===== config.mk =====
export PLATFORM = sky130hd
export DESIGN_NAME = uart_rx_mv
export DESIGN_NICKNAME = d
export VERILOG_FILES = /design/src/rtl/uart_pkg.sv /design/src/rtl/uart_bit_sync.sv /design/src/rtl/uart_rx_mv.sv
export SDC_FILE = /design/constraint.sdc
export NUM_CORES = 1
export LEC_CHECK = 0
export CAP_MARGIN = 20
export CELL_PAD_IN_SITES_DETAIL_PLACEMENT = 1
export CELL_PAD_IN_SITES_GLOBAL_PLACEMENT = 1
export CORE_MARGIN = 4
export CORE_UTILIZATION = 28
export CTS_BUF_LIST = sky130_fd_sc_hd__clkbuf_8
export DETAILED_ROUTE_END_ITERATION = 8
export PLACE_DENSITY = 0.58
export SLEW_MARGIN = 10
export SYNTH_ARGS = -nofsm -noshare
export SYNTH_HDL_FRONTEND = slang
export SYNTH_SLANG_ARGS = --single-unit

===== constraint.sdc =====
create_clock -name clk -period 6.4 [get_ports clk]
set_input_delay 1.92 -clock clk [delete_from_list [all_inputs] [get_ports clk]]
set_output_delay 1.92 -clock clk [all_outputs]
set_load 0.01 [all_outputs]

===== src/rtl/uart_pkg.sv =====
// Shared types and constants for the UART receive path.
package uart_pkg;

    localparam int DATA_BITS           = 8;
    localparam int DEFAULT_CLK_PER_BIT = 434;

    typedef enum logic [2:0] {
        IDLE,
        START,
        DATA,
        PARITY,
        STOP,
        BREAK
    } rx_state_t;

    function automatic logic maj3(input logic a, input logic b, input logic c);
        return (a & b) | (a & c) | (b & c);
    endfunction

endpackage


===== src/rtl/uart_bit_sync.sv =====
// Two-flop synchronizer for the raw serial line plus a falling-edge detect on the synchronized value.
module uart_bit_sync (
    input  logic clk,
    input  logic rst,
    input  logic rx,
    output logic rx_s,
    output logic fall_s
);

    logic r_meta;
    logic r_sync;
    logic r_prev;

    // Flops reset to 1 so that reset release on an idle line never looks like a start edge.
    always_ff @(posedge clk or posedge rst) begin
        if (rst) begin
            r_meta <= 1'b1;
            r_sync <= 1'b1;
            r_prev <= 1'b1;
        end else begin
            r_meta <= rx;
            r_sync <= r_meta;
            r_prev <= r_sync;
        end
    end

    assign rx_s   = r_sync;
    assign fall_s = r_prev & ~r_sync;

endmodule


===== src/rtl/uart_rx_mv.sv =====
// Hardened 8N1 UART receiver: synchronized input, 3-sample majority vote, false-start and break handling.
// Define UART_RX_PARITY_EN to receive one even-parity bit between the data and stop bits.
module uart_rx_mv
    import uart_pkg::*;
#(
    parameter int CLK_PER_BIT = DEFAULT_CLK_PER_BIT
) (
    input  logic                 clk,
    input  logic                 rst,
    input  logic                 rx,
    output logic [DATA_BITS-1:0] data_out,
    output logic                 data_valid,
    output logic                 frame_err,
    output logic                 busy,
    output logic                 parity_err,
    output rx_state_t            o_dbg_state
);

    localparam int HALF_BIT = CLK_PER_BIT / 2;
    localparam int CNT_W    = $clog2(CLK_PER_BIT);

    localparam logic [CNT_W-1:0] CNT_LAST = CNT_W'(CLK_PER_BIT - 1);
    localparam logic [CNT_W-1:0] CNT_PRE  = CNT_W'(HALF_BIT - 1);
    localparam logic [CNT_W-1:0] CNT_MID  = CNT_W'(HALF_BIT);
    localparam logic [CNT_W-1:0] CNT_DEC  = CNT_W'(HALF_BIT + 1);
    localparam logic [2:0]       IDX_LAST = 3'(DATA_BITS - 1);

    logic w_rx_s;
    logic w_fall_s;
    logic w_pre;
    logic w_mid;
    logic w_dec;
    logic w_end;
    logic w_vote;

    rx_state_t            r_state;
    logic [CNT_W-1:0]     r_cnt;
    logic [2:0]           r_idx;
    logic [DATA_BITS-1:0] r_shift;
    logic [DATA_BITS-1:0] r_data;
    logic                 r_dv;
    logic                 r_fe;
    logic                 r_busy;
    logic                 r_v0;
    logic                 r_v1;
`ifdef UART_RX_PARITY_EN
    logic                 r_par;
    logic                 r_pe;
    logic                 w_par_bad;
`endif

    uart_bit_sync u_sync (
        .clk   (clk),
        .rst   (rst),
        .rx    (rx),
        .rx_s  (w_rx_s),
        .fall_s(w_fall_s)
    );

    assign w_pre  = (r_cnt == CNT_PRE);
    assign w_mid  = (r_cnt == CNT_MID);
    assign w_dec  = (r_cnt == CNT_DEC);
    assign w_end  = (r_cnt == CNT_LAST);
    // Third sample is the live synchronized line, so the vote resolves on the decision cycle itself.
    assign w_vote = maj3(r_v0, r_v1, w_rx_s);
`ifdef UART_RX_PARITY_EN
    assign w_par_bad = ^{r_shift, r_par};
`endif

    always_ff @(posedge clk or posedge rst) begin
        if (rst) begin
            r_state <= IDLE;
            r_cnt   <= '0;
            r_idx   <= '0;
            r_shift <= '0;
            r_data  <= '0;
            r_dv    <= 1'b0;
            r_fe    <= 1'b0;
            r_busy  <= 1'b0;
            r_v0    <= 1'b0;
            r_v1    <= 1'b0;
`ifdef UART_RX_PARITY_EN
            r_par   <= 1'b0;
            r_pe    <= 1'b0;
`endif
        end else begin
            r_dv <= 1'b0;
            r_fe <= 1'b0;
`ifdef UART_RX_PARITY_EN
            r_pe <= 1'b0;
`endif
            if (w_pre) r_v0 <= w_rx_s;
            if (w_mid) r_v1 <= w_rx_s;

            case (r_state)
                IDLE: begin
                    r_cnt  <= '0;
                    r_busy <= 1'b0;
                    if (w_fall_s) begin
                        r_state <= START;
                        r_busy  <= 1'b1;
                    end
                end

                START: begin
                    r_cnt <= w_end ? '0 : r_cnt + CNT_W'(1);
                    if (w_dec && w_vote) begin
                        r_state <= IDLE;
                        r_busy  <= 1'b0;
                        r_cnt   <= '0;
                    end else if (w_end) begin
                        r_state <= DATA;
                        r_idx   <= '0;
                    end
                end

                DATA: begin
                    r_cnt <= w_end ? '0 : r_cnt + CNT_W'(1);
                    if (w_dec) r_shift <= {w_vote, r_shift[DATA_BITS-1:1]};
                    if (w_end) begin
                        if (r_idx == IDX_LAST) begin
`ifdef UART_RX_PARITY_EN
                            r_state <= PARITY;
`else
                            r_state <= STOP;
`endif
                        end else begin
                            r_idx <= r_idx + 3'd1;
                        end
                    end
                end

`ifdef UART_RX_PARITY_EN
                PARITY: begin
                    r_cnt <= w_end ? '0 : r_cnt + CNT_W'(1);
                    if (w_dec) r_par <= w_vote;
                    if (w_end) r_state <= STOP;
                end
`endif

                // The rest of the stop bit is not waited out so a start bit may follow immediately.
                STOP: begin
                    r_cnt <= w_end ? '0 : r_cnt + CNT_W'(1);
                    if (w_dec) begin
                        r_cnt <= '0;
                        if (!w_vote) begin
                            r_fe    <= 1'b1;
                            r_state <= BREAK;
`ifdef UART_RX_PARITY_EN
                        end else if (w_par_bad) begin
                            r_pe    <= 1'b1;
                            r_state <= IDLE;
                            r_busy  <= 1'b0;
`endif
                        end else begin
                            r_data  <= r_shift;
                            r_dv    <= 1'b1;
                            r_state <= IDLE;
                            r_busy  <= 1'b0;
                        end
                    end
                end

                BREAK: begin
                    r_cnt <= '0;
                    if (w_rx_s) begin
                        r_state <= IDLE;
                        r_busy  <= 1'b0;
                    end
                end

                default: begin
                    r_state <= IDLE;
                    r_cnt   <= '0;
                    r_busy  <= 1'b0;
                end
            endcase
        end
    end

    assign data_out    = r_data;
    assign data_valid  = r_dv;
    assign frame_err   = r_fe;
    assign busy        = r_busy;
    assign o_dbg_state = r_state;
`ifdef UART_RX_PARITY_EN
    assign parity_err  = r_pe;
`else
    assign parity_err  = 1'b0;
`endif

endmodule


==> summary.md <==
| Metric | Value |
|---|---|
| Core area | `6100 um2` |
| DRC Markers | `0` |
| Initial antenna violation count | `0` |
| Worst-Margin Slew | `0.696 ns` |
| Met1 Use GR | `13.3%` |
| CP Buf/Inv Count | `1` |
| Clk Latency, worst-skew pair | `roughly 0.29 ns` |
| Final nets | `176` |
| Critical Path RT | `4.48 ns` |
| Crit-path max FO | `11` |
| Crit-path max cell delay | `0.59 ns` |
| Biggest area consumer among synthesized cells | `dfrtp_1` |
| GR Overflow Total | `0` |
| # port buffers | `16` |
| DR vias/cell | `between 4 and 5` |
| Post-synthesis net count | `156` |
| Max transition margin | `53.5%` |
| # fillers | `666` |
| Most used DFF post-synth | `dfrtp_1` |
| Initial Utilization | `between 20 and 30%` |
| Root Driver | `clkbuf_8` |
| Vias post-DR | `1172` |
| Clock Skew | `0.00732 ns` |
| Leakage | `0.933 nW` |
| Register area share after synthesis | `54.3%` |
| Syn Inst Count | `147` |
| Routed WL per cell | `14.6 um` |
| Yosys top cell area share | `roughly 50%` |
| Hold WS | `0.359 ns` |
| Final WL | `3.55 mm` |
| Hold Path Class | `reg2reg` |
| Die width | `88.2 um` |
| Post-synthesis sequential element count | `39` |
| Worst path cell trace | `clkdlybuf4s50_1` |
| Gr usage total | `a little over a tenth` |
| Share of layout cells above drive strength 1 | `between 20% and 30%` |
| Remaining antenna violation count after routing | `0` |
| CTS tree | `yes` |
| Worst EP arrival | `approximately 1.4 ns` |
| Setup_tns | `0 ns` |
| Power, Total | `around 0.00054 W` |
| Tmin final | `3.32 ns` |
| Cell row count | `28` |
| H-tree Lvls | `2` |
| Post-DP HPWL | `between 2 and 3 mm` |
| Max cap viols | `0` |
| Async S/R FF share, synth | `100%` |
| Fmax achieved | `301 MHz` |
| Most used routing layer | `met2` |
| Die H | `between 80 and 90 um` |
| Count of final max-slew check failures | `0` |
| Crit. End Element | `primary output` |
| RD Place Congestion | `0.828` |
| Peak supply drop | `0.101 mV` |
| Ant. Diodes | `0` |
| Die ar. | `7790 um2` |
| Distinct cells, synth | `39` |
| Commonest cells post-synth | `dfrtp_1, mux2_2, nor2_1` |
| Cell Pwr Density | `254 nW/um2` |
| EDFF count, synth | `0` |
| 1st-iter DRT viols | `37` |
| Worst Setup Start Kind | `flop` |
| Hold buffers post-CTS | `0` |
| Syn avg cell area | `between 10 and 15 um2` |
| CP delay by family, top | `buffers and inverters` |
| Postcts setup bufs | `0` |
| CTS buffer count | `5` |
| # resized after CTS | `0` |
| Setup violators final | `0` |
| M3 GR Usage | `about 3%` |
| Status | `finished, final reports clean` |
| Vias in the first global route | `1249` |
| Largest net degree at the start of global routing | `40` |
| Synth area leaders | `dfrtp_1, mux2_2, dfstp_2` |
| Final hold violations | `0` |
| Slowest-stage cell, CP | `clkdlybuf4s50_1` |
| CTS sink count | `39` |
| # IOs | `18` |
| Count leader, synth | `dfrtp_1` |
| Global-route wire length before repair | `6.13 mm` |
| Setup Crit Path Kind | `reg2out` |
| Post-Syn Area | `1800 um2` |
| Met2 Use GR | `16.4%` |
| Synth-to-Final Area Change | `17.5%` |
| Clk slew on worst S/H paths | `0.08 ns` |
| Max clock buf depth | `2` |
| Final worst path period share | `approximately half` |
| RSZ-0062 raised after global routing | `no` |
| Drt first pass iters | `4` |
| Synth Warn # | `0` |
worst paths after layout:
path / start / to / slack, ns / depth (start not counted)
worst max-delay path: o_dbg_state[1] / o_dbg_state[1] / 3.08 / 1
worst min-delay path: u_sync.r_meta / u_sync.rx_s / 0.36 / 0
worst max register to register: r_cnt[6] / o_dbg_state[0] / 4.11 / 4
worst min register to register: u_sync.r_meta / u_sync.rx_s / 0.36 / 0
max in group asynchronous: rst / u_sync.r_prev / 4.00 / 3
min in group asynchronous: rst / r_shift[5] / 2.04 / 3
kinds of logic (layout without fill, tap and decap cells):
family	count (synthesis)	in the layout	share of synthesized area [%]
fa+ha+maj	7	7	4.72
flops	39	39	54.3
buf+inv	10	31	3.19
xor+xnor	7	7	3.40
other cells	1	1	0.208
mux	20	20	12.5
simple gates	49	49	14.6
compound gates	14	14	7.01
where the power goes:
| part | internal [W] | total [W] | leakage [nW] | switching, W |
|---|---|---|---|---|
| Sequential | 0.000259 | 0.000278 | 0.530 | 0.0000188 |
| Clock | 0.0000758 | 0.000166 | 0.0402 | 0.0000905 |
| Combinational | 0.0000424 | 0.0000932 | 0.362 | 0.0000508 |
| Total | 0.000377 | 0.000537 | 0.933 | 0.000160 |
state kept, by name, indices dropped and copies added, names as in the netlist:
signal,count
u_sync.r_prev,1
u_sync.rx_s,1
data_out,8
r_v0,1
r_cnt,9
data_valid,1
r_shift,8
frame_err,1
busy,1
o_dbg_state,3
r_idx,3
u_sync.r_meta,1
r_v1,1
area by class of cell:
class,instances,area (um2),area share (%)
sequential,39,980,46.2
timing repair buffer,17,168,7.91
tap,75,93.8,4.43
inverter,6,22.5,1.06
multi-input combinational,98,766,36.1
clock inverter,3,20.0,0.945
clock buffer,5,68.8,3.25
cells in the final DEF (no fill, tap or decap), types with 3 or more instances in the layout:
cell             synthesis  layout
and2_1                   3       3
clkbuf_8                 0       5
clkdlybuf4s50_1          0      16
dfrtp_1                 36      36
dfstp_2                  3       3
ha_1                     6       6
inv_1                    6       6
mux2_2                  19      19
nand2_1                  6       6
nand3_1                  5       5
nor2_1                  16      16
nor3_1                   3       3
o21ai_0                  3       3
or3b_2                   4       4
xnor2_1                  6       6
stage by stage:
stage	std cells	utilization [%]	setup WS, ns	instance area [um2]
2_1_floorplan	147	-	3.60	1800
3_3_place_gp	235	33.3	3.43	2030
6_report	243	34.7	3.08	2120
4_1_cts	243	34.7	3.07	2120
5_1_grt	243	34.7	3.00	2120
3_5_place_dp	235	33.3	3.41	2030
metal layers:
layer  vias to the layer above  wire length, um
li1                        559                -
met1                       592             1700
met2                        14             1660
met3                         7              119
met4                         0               70
met5                         -                0
Power figures use the tool's default switching activity.
